**src/rtl/fetch_pkg.sv**
```systemverilog
// Shared types and constants for the instruction-fetch stage.
package fetch_pkg;

   typedef enum logic {
      REQ  = 1'b0,
      WAIT = 1'b1
   } fetch_state_t;

   typedef struct packed {
      logic [31:0] pc;
      logic [31:0] ir;
   } fq_entry_t;

   localparam logic [31:0] NOP_INST         = 32'h0000_0013;
   localparam logic [31:0] RESET_PC_DEFAULT = 32'h0000_0000;

   // Fetch addresses are always word aligned; the low two bits are dropped.
   function automatic logic [31:0] word_align(input logic [31:0] addr);
      return addr & 32'hFFFF_FFFC;
   endfunction

endpackage

```
**src/rtl/if_fetch_unit_if.sv**
```systemverilog
// Bus bundle of the fetch stage: redirect input, imem req/resp and the IF/ID handshake.
interface if_fetch_unit_if;

   logic        ex_take_branch_in;
   logic [31:0] ex_target_PC_in;
   logic        imem_req_valid;
   logic [31:0] imem_req_addr;
   logic        imem_req_ready;
   logic        imem_resp_valid;
   logic [31:0] imem_resp_data;
   logic        if_id_valid;
   logic [31:0] if_id_PC;
   logic [31:0] if_id_NPC;
   logic [31:0] if_id_IR;
   logic        id_if_ready;

   modport master (
      input  ex_take_branch_in, ex_target_PC_in,
      output imem_req_valid, imem_req_addr,
      input  imem_req_ready, imem_resp_valid, imem_resp_data,
      output if_id_valid, if_id_PC, if_id_NPC, if_id_IR,
      input  id_if_ready
   );

   modport slave (
      output ex_take_branch_in, ex_target_PC_in,
      input  imem_req_valid, imem_req_addr,
      output imem_req_ready, imem_resp_valid, imem_resp_data,
      input  if_id_valid, if_id_PC, if_id_NPC, if_id_IR,
      output id_if_ready
   );

endinterface

```
**src/rtl/fetch_queue.sv**
```systemverilog
// Synchronous FIFO of fetched {pc, ir} entries; flush empties it in one cycle.
module fetch_queue
   import fetch_pkg::*;
#(
   parameter int DEPTH = 2
) (
   input  logic                     clk,
   input  logic                     rst,
   input  logic                     push,
   input  logic                     pop,
   input  logic                     flush,
   input  fq_entry_t                wdata,
   output fq_entry_t                head,
   output logic [$clog2(DEPTH):0]   count
);

   localparam int AW = $clog2(DEPTH);

   fq_entry_t       mem [DEPTH];
   logic [AW-1:0]   wr_ptr;
   logic [AW-1:0]   rd_ptr;

   // Pointer and occupancy bookkeeping; flush wins over push/pop.
   always_ff @(posedge clk) begin
      if (!rst || flush) begin
         wr_ptr <= '0;
         rd_ptr <= '0;
         count  <= '0;
      end else begin
         if (push) begin
            wr_ptr <= wr_ptr + 1'b1;
         end
         if (pop) begin
            rd_ptr <= rd_ptr + 1'b1;
         end
         case ({push, pop})
            2'b10:   count <= count + 1'b1;
            2'b01:   count <= count - 1'b1;
            default: count <= count;
         endcase
      end
   end

   // Storage array; a push on a full queue is only legal alongside a pop of the same slot.
   always_ff @(posedge clk) begin
      if (rst && !flush && push) begin
         mem[wr_ptr] <= wdata;
      end
   end

   assign head = mem[rd_ptr];

endmodule

```
**src/rtl/fetch_queue_chk.sv**
```systemverilog
// Protocol checker for the fetch queue: no net push into a full queue.
module fetch_queue_chk #(
   parameter int DEPTH = 2
) (
   input logic                   clk,
   input logic                   rst,
   input logic                   push,
   input logic                   pop,
   input logic [$clog2(DEPTH):0] count
);

   localparam int CW = $clog2(DEPTH) + 1;

   a_no_push_full: assert property (@(posedge clk) disable iff (!rst)
      !(push && !pop && (count == CW'(DEPTH))));

endmodule

```
**src/rtl/if_fetch_unit.sv**
```systemverilog
// Instruction-fetch stage: fetch PC, single-outstanding imem requests, fetch queue toward decode.
module if_fetch_unit
   import fetch_pkg::*;
#(
   parameter logic [31:0] RESET_PC = RESET_PC_DEFAULT,
   parameter int          FQ_DEPTH = 2
) (
   input  logic             clk,
   input  logic             rst,
   if_fetch_unit_if.master  bus
);

   localparam int              CW      = $clog2(FQ_DEPTH) + 1;
   localparam logic [CW-1:0]   FQ_FULL = CW'(FQ_DEPTH);

   fetch_state_t  state;
   logic [31:0]   fetch_pc;
   logic [31:0]   req_pc;
   logic          drop_resp;
   logic [CW-1:0] fq_count;
   fq_entry_t     fq_head;
   fq_entry_t     fq_wdata;
   logic          redirect;
   logic          req_valid;
   logic          req_fire;
   logic          resp_hit;
   logic          push;
   logic          pop;
   logic          fq_valid;

   assign redirect  = bus.ex_take_branch_in;
   // In REQ nothing is outstanding, so a free slot now is still free when the response lands.
   assign req_valid = rst && (state == REQ) && (fq_count < FQ_FULL) && !redirect;
   assign req_fire  = req_valid && bus.imem_req_ready;
   assign resp_hit  = rst && (state == WAIT) && bus.imem_resp_valid;
   assign push      = resp_hit && !drop_resp && !redirect;
   assign fq_valid  = (fq_count != '0);
   assign pop       = rst && fq_valid && bus.id_if_ready && !redirect;
   assign fq_wdata  = '{pc: req_pc, ir: bus.imem_resp_data};

   // Fetch FSM: redirect overrides the normal request/response sequencing.
   always_ff @(posedge clk) begin
      if (!rst) begin
         state     <= REQ;
         fetch_pc  <= RESET_PC;
         req_pc    <= RESET_PC;
         drop_resp <= 1'b0;
      end else if (redirect) begin
         fetch_pc <= word_align(bus.ex_target_PC_in);
         if (state == WAIT) begin
            if (bus.imem_resp_valid) begin
               state     <= REQ;
               drop_resp <= 1'b0;
            end else begin
               drop_resp <= 1'b1;
            end
         end
      end else begin
         case (state)
            REQ: begin
               if (req_fire) begin
                  req_pc   <= fetch_pc;
                  fetch_pc <= fetch_pc + 32'd4;
                  state    <= WAIT;
               end
            end
            WAIT: begin
               if (bus.imem_resp_valid) begin
                  drop_resp <= 1'b0;
                  state     <= REQ;
               end
            end
            default: state <= REQ;
         endcase
      end
   end

   fetch_queue #(.DEPTH(FQ_DEPTH)) u_fetch_queue (
      .clk   (clk),
      .rst   (rst),
      .push  (push),
      .pop   (pop),
      .flush (redirect),
      .wdata (fq_wdata),
      .head  (fq_head),
      .count (fq_count)
   );

   fetch_queue_chk #(.DEPTH(FQ_DEPTH)) u_fetch_queue_chk (
      .clk   (clk),
      .rst   (rst),
      .push  (push),
      .pop   (pop),
      .count (fq_count)
   );

   assign bus.imem_req_valid = req_valid;
   assign bus.imem_req_addr  = fetch_pc;
   assign bus.if_id_valid    = fq_valid;
   assign bus.if_id_PC       = fq_valid ? fq_head.pc : 32'd0;
   assign bus.if_id_NPC      = fq_valid ? (fq_head.pc + 32'd4) : 32'd0;
   assign bus.if_id_IR       = fq_valid ? fq_head.ir : NOP_INST;

endmodule
```
**src/flat_wrapper.sv**
```systemverilog
// flat-port wrapper written by rule: the top's interface ports become plain ports
module if_fetch_unit_flat import fetch_pkg::*;
#(
   parameter logic [31:0] RESET_PC = RESET_PC_DEFAULT,
   parameter int          FQ_DEPTH = 2
)
  (clk, rst, bus_ex_take_branch_in, bus_ex_target_PC_in, bus_imem_req_valid, bus_imem_req_addr, bus_imem_req_ready, bus_imem_resp_valid, bus_imem_resp_data, bus_if_id_valid, bus_if_id_PC, bus_if_id_NPC, bus_if_id_IR, bus_id_if_ready);
  if_fetch_unit_if bus_i ();
  input  logic clk;
  input  logic rst;
  input wire logic [$bits(bus_i.ex_take_branch_in)-1:0] bus_ex_take_branch_in;
  input wire logic [$bits(bus_i.ex_target_PC_in)-1:0] bus_ex_target_PC_in;
  output wire logic [$bits(bus_i.imem_req_valid)-1:0] bus_imem_req_valid;
  output wire logic [$bits(bus_i.imem_req_addr)-1:0] bus_imem_req_addr;
  input wire logic [$bits(bus_i.imem_req_ready)-1:0] bus_imem_req_ready;
  input wire logic [$bits(bus_i.imem_resp_valid)-1:0] bus_imem_resp_valid;
  input wire logic [$bits(bus_i.imem_resp_data)-1:0] bus_imem_resp_data;
  output wire logic [$bits(bus_i.if_id_valid)-1:0] bus_if_id_valid;
  output wire logic [$bits(bus_i.if_id_PC)-1:0] bus_if_id_PC;
  output wire logic [$bits(bus_i.if_id_NPC)-1:0] bus_if_id_NPC;
  output wire logic [$bits(bus_i.if_id_IR)-1:0] bus_if_id_IR;
  input wire logic [$bits(bus_i.id_if_ready)-1:0] bus_id_if_ready;
  assign bus_i.ex_take_branch_in = bus_ex_take_branch_in;
  assign bus_i.ex_target_PC_in = bus_ex_target_PC_in;
  assign bus_imem_req_valid = bus_i.imem_req_valid;
  assign bus_imem_req_addr = bus_i.imem_req_addr;
  assign bus_i.imem_req_ready = bus_imem_req_ready;
  assign bus_i.imem_resp_valid = bus_imem_resp_valid;
  assign bus_i.imem_resp_data = bus_imem_resp_data;
  assign bus_if_id_valid = bus_i.if_id_valid;
  assign bus_if_id_PC = bus_i.if_id_PC;
  assign bus_if_id_NPC = bus_i.if_id_NPC;
  assign bus_if_id_IR = bus_i.if_id_IR;
  assign bus_i.id_if_ready = bus_id_if_ready;
  if_fetch_unit #(.RESET_PC(RESET_PC), .FQ_DEPTH(FQ_DEPTH)) u_core (.clk(clk), .rst(rst), .bus(bus_i));
endmodule
```
**config.mk**
```make
export PLATFORM = sky130hd
export DESIGN_NAME = if_fetch_unit_flat
export DESIGN_NICKNAME = d
export VERILOG_FILES = /design/src/rtl/fetch_pkg.sv /design/src/rtl/if_fetch_unit_if.sv /design/src/rtl/fetch_queue.sv /design/src/rtl/fetch_queue_chk.sv /design/src/rtl/if_fetch_unit.sv /design/src/flat_wrapper.sv
export SDC_FILE = /design/constraint.sdc
export NUM_CORES = 1
export LEC_CHECK = 0
export ABC_AREA = 1
export BUFFER_PORTS_ARGS = -buffer_cell sky130_fd_sc_hd__buf_2
export CAP_MARGIN = 20
export CORE_MARGIN = 1
export CORE_UTILIZATION = 50
export CTS_CLUSTER_SIZE = 14
export DETAILED_ROUTE_END_ITERATION = 12
export GPL_ROUTABILITY_DRIVEN = 0
export PLACE_DENSITY = 0.77
export SETUP_SLACK_MARGIN = 0.4
export SYNTH_ARGS = -nofsm -noshare
export SYNTH_HDL_FRONTEND = slang
export SYNTH_HIERARCHICAL = 1
export SYNTH_SLANG_ARGS = --single-unit
```
**constraint.sdc**
```tcl
create_clock -name clk -period 7.1 [get_ports clk]
set_input_delay 2.13 -clock clk [delete_from_list [all_inputs] [get_ports clk]]
set_output_delay 2.13 -clock clk [all_outputs]
set_load 0.05 [all_outputs]
```
== Word level (Yosys, flattened, before mapping) ==
Memories as Yosys holds them, arrays and structs flattened. A register that Yosys moved wholly into a read port is not among the register bits.
Index checks and enable logic that the tools add are counted.
Storage, ports and cells
  ROM bits: 0
  word-level logic and storage cells: 68
  flip-flop bits (word level): 70
  RAM bits: 128
  latch bits: 0
  memories: 1
Memories
  u_core.u_fetch_queue.mem: words 2, width 64, read ports 1, clocked after memory_dff 1, write ports 1, RTL line fetch_queue.sv:19  | fq_entry_t mem [DEPTH];
Operators by class
  divide/modulo/power cells: 0
  magnitude comparators: 1
  mux-type cells: 20
  multiply operators: 0
  reductions and logical operators: 26
  bitwise operators: 3
  shift operators: 0
  add/subtract/negate cells: 6
  equal/unequal tests: 3
Operators with widths (count)
  32-bit 2-to-1 mux: 6
  32-bit by 3-bit adder with 32-bit output (second input constant): 2
  1-bit logical AND: 13
  1-bit 2-to-1 mux: 12
  2-bit nonzero test: 4
  2-bit AND reduction: 3
  2-bit case mux with 2 select lines: 1
  1-bit logical NOT: 3
  1-bit NOT: 3
  3-bit AND reduction: 1
  1-bit adder (second input constant): 2
  2-bit by 1-bit adder with 2-bit output (second input constant): 1
  2-bit by 1-bit == test with 1-bit output (second input constant): 1
  2-bit == test (second input constant): 1
  2-bit < comparator (second input constant): 1
  2-bit inequality test (second input constant): 1
  1-bit case mux with 2 select lines: 1
  2-bit OR reduction: 1
  2-bit by 1-bit subtractor with 2-bit output (second input constant): 1
  1-bit logical OR: 1

== Depth between registers and ports, before layout ==
  depth after elaboration: 8
  depth in mapped cells: 16
  depth with buffers taken out: 14

== Modules after synthesis ==
The synthesis kept the hierarchy.
By module, submodules not included
  fetch_queue: cells each 232, area each 5147.4 sq um, times used 1, sequential area each 3943.8 sq um
  if_fetch_unit: cells each 800, area each 4722.0 sq um, times used 1, sequential area each 1241.2 sq um

== Worst setup path after synthesis ==
No wires, ideal clock.
  path kind: in2reg
  start point: in rst
  end point: mem u_core/u_fetch_queue/mem[1][0] (netlist name) (enable)
  cell stages on the path: 6
  data arrival time: 7035 ps
  required time: 6535 ps
  setup time: 565 ps
  buffers on the path: 0
  slack: -500 ps
  cell sequence: inv_2 nor2_2 inv_1 nor3_1 inv_1 nor3_1
On the way
  longest elaborated chain between the ends: 7
RTL lines
  from (decl): RTL line flat_wrapper.sv:10  | input logic rst;
  1-bit logical AND (2 in a row): RTL line if_fetch_unit.sv:35  | assign resp_hit = rst && (state == WAIT) && bus.imem_resp_valid;
  1-bit logical AND (2 in a row): RTL line if_fetch_unit.sv:36  | assign push = resp_hit && !drop_resp && !redirect;
  named net u_core.push: RTL line if_fetch_unit.sv:27  | logic push;
  1-bit logical AND: RTL line fetch_queue.sv:46  | if (rst && !flush && push) begin
  1-bit 2-to-1 mux: RTL line fetch_queue.sv:46
  1-bit 2-to-1 mux (implied by the code): RTL line fetch_queue.sv:47  | mem[wr_ptr] <= wdata;
  to (decl): RTL line fetch_queue.sv:19
The timed path passes the listed nets, and every way through them passes these cells.

== Final worst setup path ==
  start point: in rst
  end point: out bus_imem_req_valid
On the way
  longest elaborated chain between the ends: 3
RTL lines
  1-bit logical AND (3 in a row): RTL line if_fetch_unit.sv:33  | assign req_valid = rst && (state == REQ) && (fq_count < FQ_FULL) && !redirect;
  to (decl): RTL line flat_wrapper.sv:13  | output wire logic [$bits(bus_i.imem_req_valid)-1:0] bus_imem_req_valid;
Every way passes these cells.

==> metrics <==
Crit Path Class=input port to primary output; worst-margin pin slew=approximately 950 ps; DR vias=~7,600; clk sinks=approximately 200; worst r2r src=u_core/state; WL final=around 23,000 um; Initial Util=0.5088; gr ovfl total=0; ratio of final minimum period to clock period=0.7593; leakage=~5.2 nW; fraction of layout cells with a size suffix above 1=0.2951; Post-Syn Area=9869 um^2; first-pass GRT wire length=35,260 um; top cells by area, synth=edfxtp_1, dfxtp_1, mux2_4; Critical-path top delay cell=buf_2; crit path from=rst; Ant. Diodes=0; Yosys top cell area share=0.3895; RR Endpoint=u_core/u_fetch_queue/mem[0][62]; TNS Setup=0 ps; DP Cell Count=1,464; Post-CTS Setup Bufs=0; Comb pwr share=0.063; NumNets Final=between 1,000 and 1,500; Final WS setup=1709 ps; Final Skew=approximately 11 ps; hold path depth=0; min-delay src=u_core/req_pc[9]; Setup crit end=bus_imem_req_valid; required time of the critical path=~5000 ps; Clk pwr share=0.400; vias in the first global route=7,007; gr usage total=0.2241; Horiz. Die Dim=roughly 140 um; Remaining DRCs=0; DR vias/cell=5.057; sequential element share of the synthesized area=0.5254; Cell Pwr Density=between 200 and 250 nW/um^2; CP most frequent cell=buf_2; CTS H-tree lvls=4; Rows=51; post-place setup slack=1684 ps; drt first pass iters=5; TritonCTS Buffers=17; initial antenna violation count=1; Post-synth EDFFs=roughly 130; Area Growth Syn to Fin=16.85%; CP Launch Type=input port; largest net degree at the start of global routing=between 60 and 70; filler cell count=1,705; Synth area leader=edfxtp_1; Synth Area per Inst=9.563 um^2; sw frac=0.2413; Synth Register Bits=195; Slew HR=0.3621; R2R Setup Slk=4520 ps; CTS tree=built; Max Slew Vio Count=0; HPWL after detailed placement=16,400 um; Worst R2R Path Depth=5; Initial DRC Count=roughly 520; most used flip-flop cell after synthesis=edfxtp_1; CP Data Arrival Time=3260 ps; clk_lat worst skew=430 ps; Period minus WS final=5391 ps; post-route insts no fill=1,495; CP Cell Sequence=buf_2 -> inv_2 -> nor2_2 -> inv_1 -> nor3_1 -> buf_2; post-DR wirelength/cell=15.14 um; Max VDD drop=0.0001767 V; Yosys cell types=42; CP max stage delay=approximately 430 ps; Min-Delay Path Class=register to register; FFs w/ async S/R, synth=0; f_max=0.1855 GHz; commonest cells in the netlist=nand2_1, nor2_1, inv_1; outcome=complete, no violations; internal power=1.757 mW; final hold vios=0; area of the core=19,400 um^2; CP Capture Type=primary output; total power=2.316 mW; Clock Path Buffers=2; sequential share of power=0.537; Synth Instances=around 1,000; PortBufs=a little under 200; IO Count=200; hold buffers post-CTS=0; Hold WS=451.2 ps; total number of yosys warnings=6; final setup violating endpoints=0; Sw Pwr=approximately 0.56 mW; PostCTS Resize Cnt=0; Die Footprint=roughly 20,000 um^2; chip height=142.5 um; max_cap viols=0; root buf cell=clkbuf_16; Crit Path Max Fanout=30; RSZ-0062 raised after global routing=false; Worst-path clk slew=70 ps; top-count cell post-synth=nand2_1; Antenna Violating Nets Remaining=0
==> registers in the layout, summed over array words and instances (netlist names), named ones only <==
| register | cells |
|---|---|
| u_core/state | 1 |
| u_core/drop_resp | 1 |
| u_core/u_fetch_queue/count | 2 |
| u_core/u_fetch_queue/wr_ptr | 1 |
| u_core/bus.imem_req_addr | 30 |
| u_core/req_pc | 30 |
| u_core/u_fetch_queue/rd_ptr | 1 |
| u_core/u_fetch_queue/mem | 128 |
==> power groups by stage <==
| stage | Sequential [mW] | Combinational, mW | Clock (mW) |
|---|---|---|---|
| final | 1.24 | 0.146 | 0.927 |
| after global routing | 1.24 | 0.159 | 0.989 |
| after CTS | 1.24 | 0.146 | 0.943 |
| after detailed placement | 1.27 | 0.146 | 0 |
| after global placement | 1.27 | 0.142 | 0 |
| after floorplan | 1.30 | 0.0670 | 0 |
==> area by class of cell <==
cell class	instances	area, um^2	share of cell area
Multi-Input combinational cell	650	3839	0.3329
Inverter	151	568.0	0.04926
Sequential cell	195	5189	0.4499
Clock inverter	14	143.9	0.01248
Timing Repair Buffer	203	1036	0.08983
Tap cell	265	331.6	0.02875
Clock buffer	17	425.4	0.03689
==> layout by cell type (no fill, tap or decap), types with 12 or more instances in the layout <==
| cell | netlist | layout |
|---|---|---|
| buf_2 | 9 | 195 |
| nand2_1 | 180 | 180 |
| nor2_1 | 147 | 145 |
| inv_1 | 138 | 138 |
| edfxtp_1 | 128 | 128 |
| dfxtp_1 | 67 | 66 |
| mux2_4 | 60 | 60 |
| nand3_1 | 45 | 45 |
| a21oi_1 | 45 | 45 |
| o21ai_0 | 31 | 31 |
| nor3_1 | 22 | 21 |
| clkbuf_16 | 0 | 17 |
| nand4_1 | 14 | 14 |
| nor2_4 | 10 | 12 |
| inv_2 | 12 | 12 |
==> kinds of logic after synthesis <==
kind of cell	after synthesis	share of synthesized area
other	1	0.0003800
adder cells (fa/ha/maj)	3	0.003804
flip-flops	195	0.5254
multiplexers	64	0.09584
AO/OA/AOI/OAI	103	0.05832
XOR/XNOR	14	0.01242
buffers and inverters	192	0.09026
AND/OR/NAND/NOR	460	0.2136
==> worst max-delay path, delay by kind of cell <==
kind / cells / cell delay (ps)
AND/OR/NAND/NOR: 2 / 250
buffers and inverters: 4 / 870
==> metal layers <==
layer	track usage	routed length [um]	up-vias
met2	0.3793	10500	315
met1	0.2898	10040	3482
met5	0	12	-
met4	0.06055	219	2
met3	0.04778	1865	17
li1	-	-	3744
==> worst min-delay path by stage <==
stage                                            endpoint
after floorplan           u_core/u_fetch_queue/mem[0][37]
after global placement    u_core/u_fetch_queue/mem[0][41]
after detailed placement  u_core/u_fetch_queue/mem[1][41]
after CTS                 u_core/u_fetch_queue/mem[0][41]
after global routing      u_core/u_fetch_queue/mem[0][41]
final                     u_core/u_fetch_queue/mem[0][41]
==> stage by stage <==
step | instance area (um^2) | utilization
3_3_place_gp | 10960 | 0.5651
5_1_grt | 11530 | 0.5945
6_report | 11530 | 0.5945
2_1_floorplan | 9893 | -
3_5_place_dp | 10960 | 0.5651
4_1_cts | 11530 | 0.5945
Note: power is estimated with default switching activity, not from simulation.
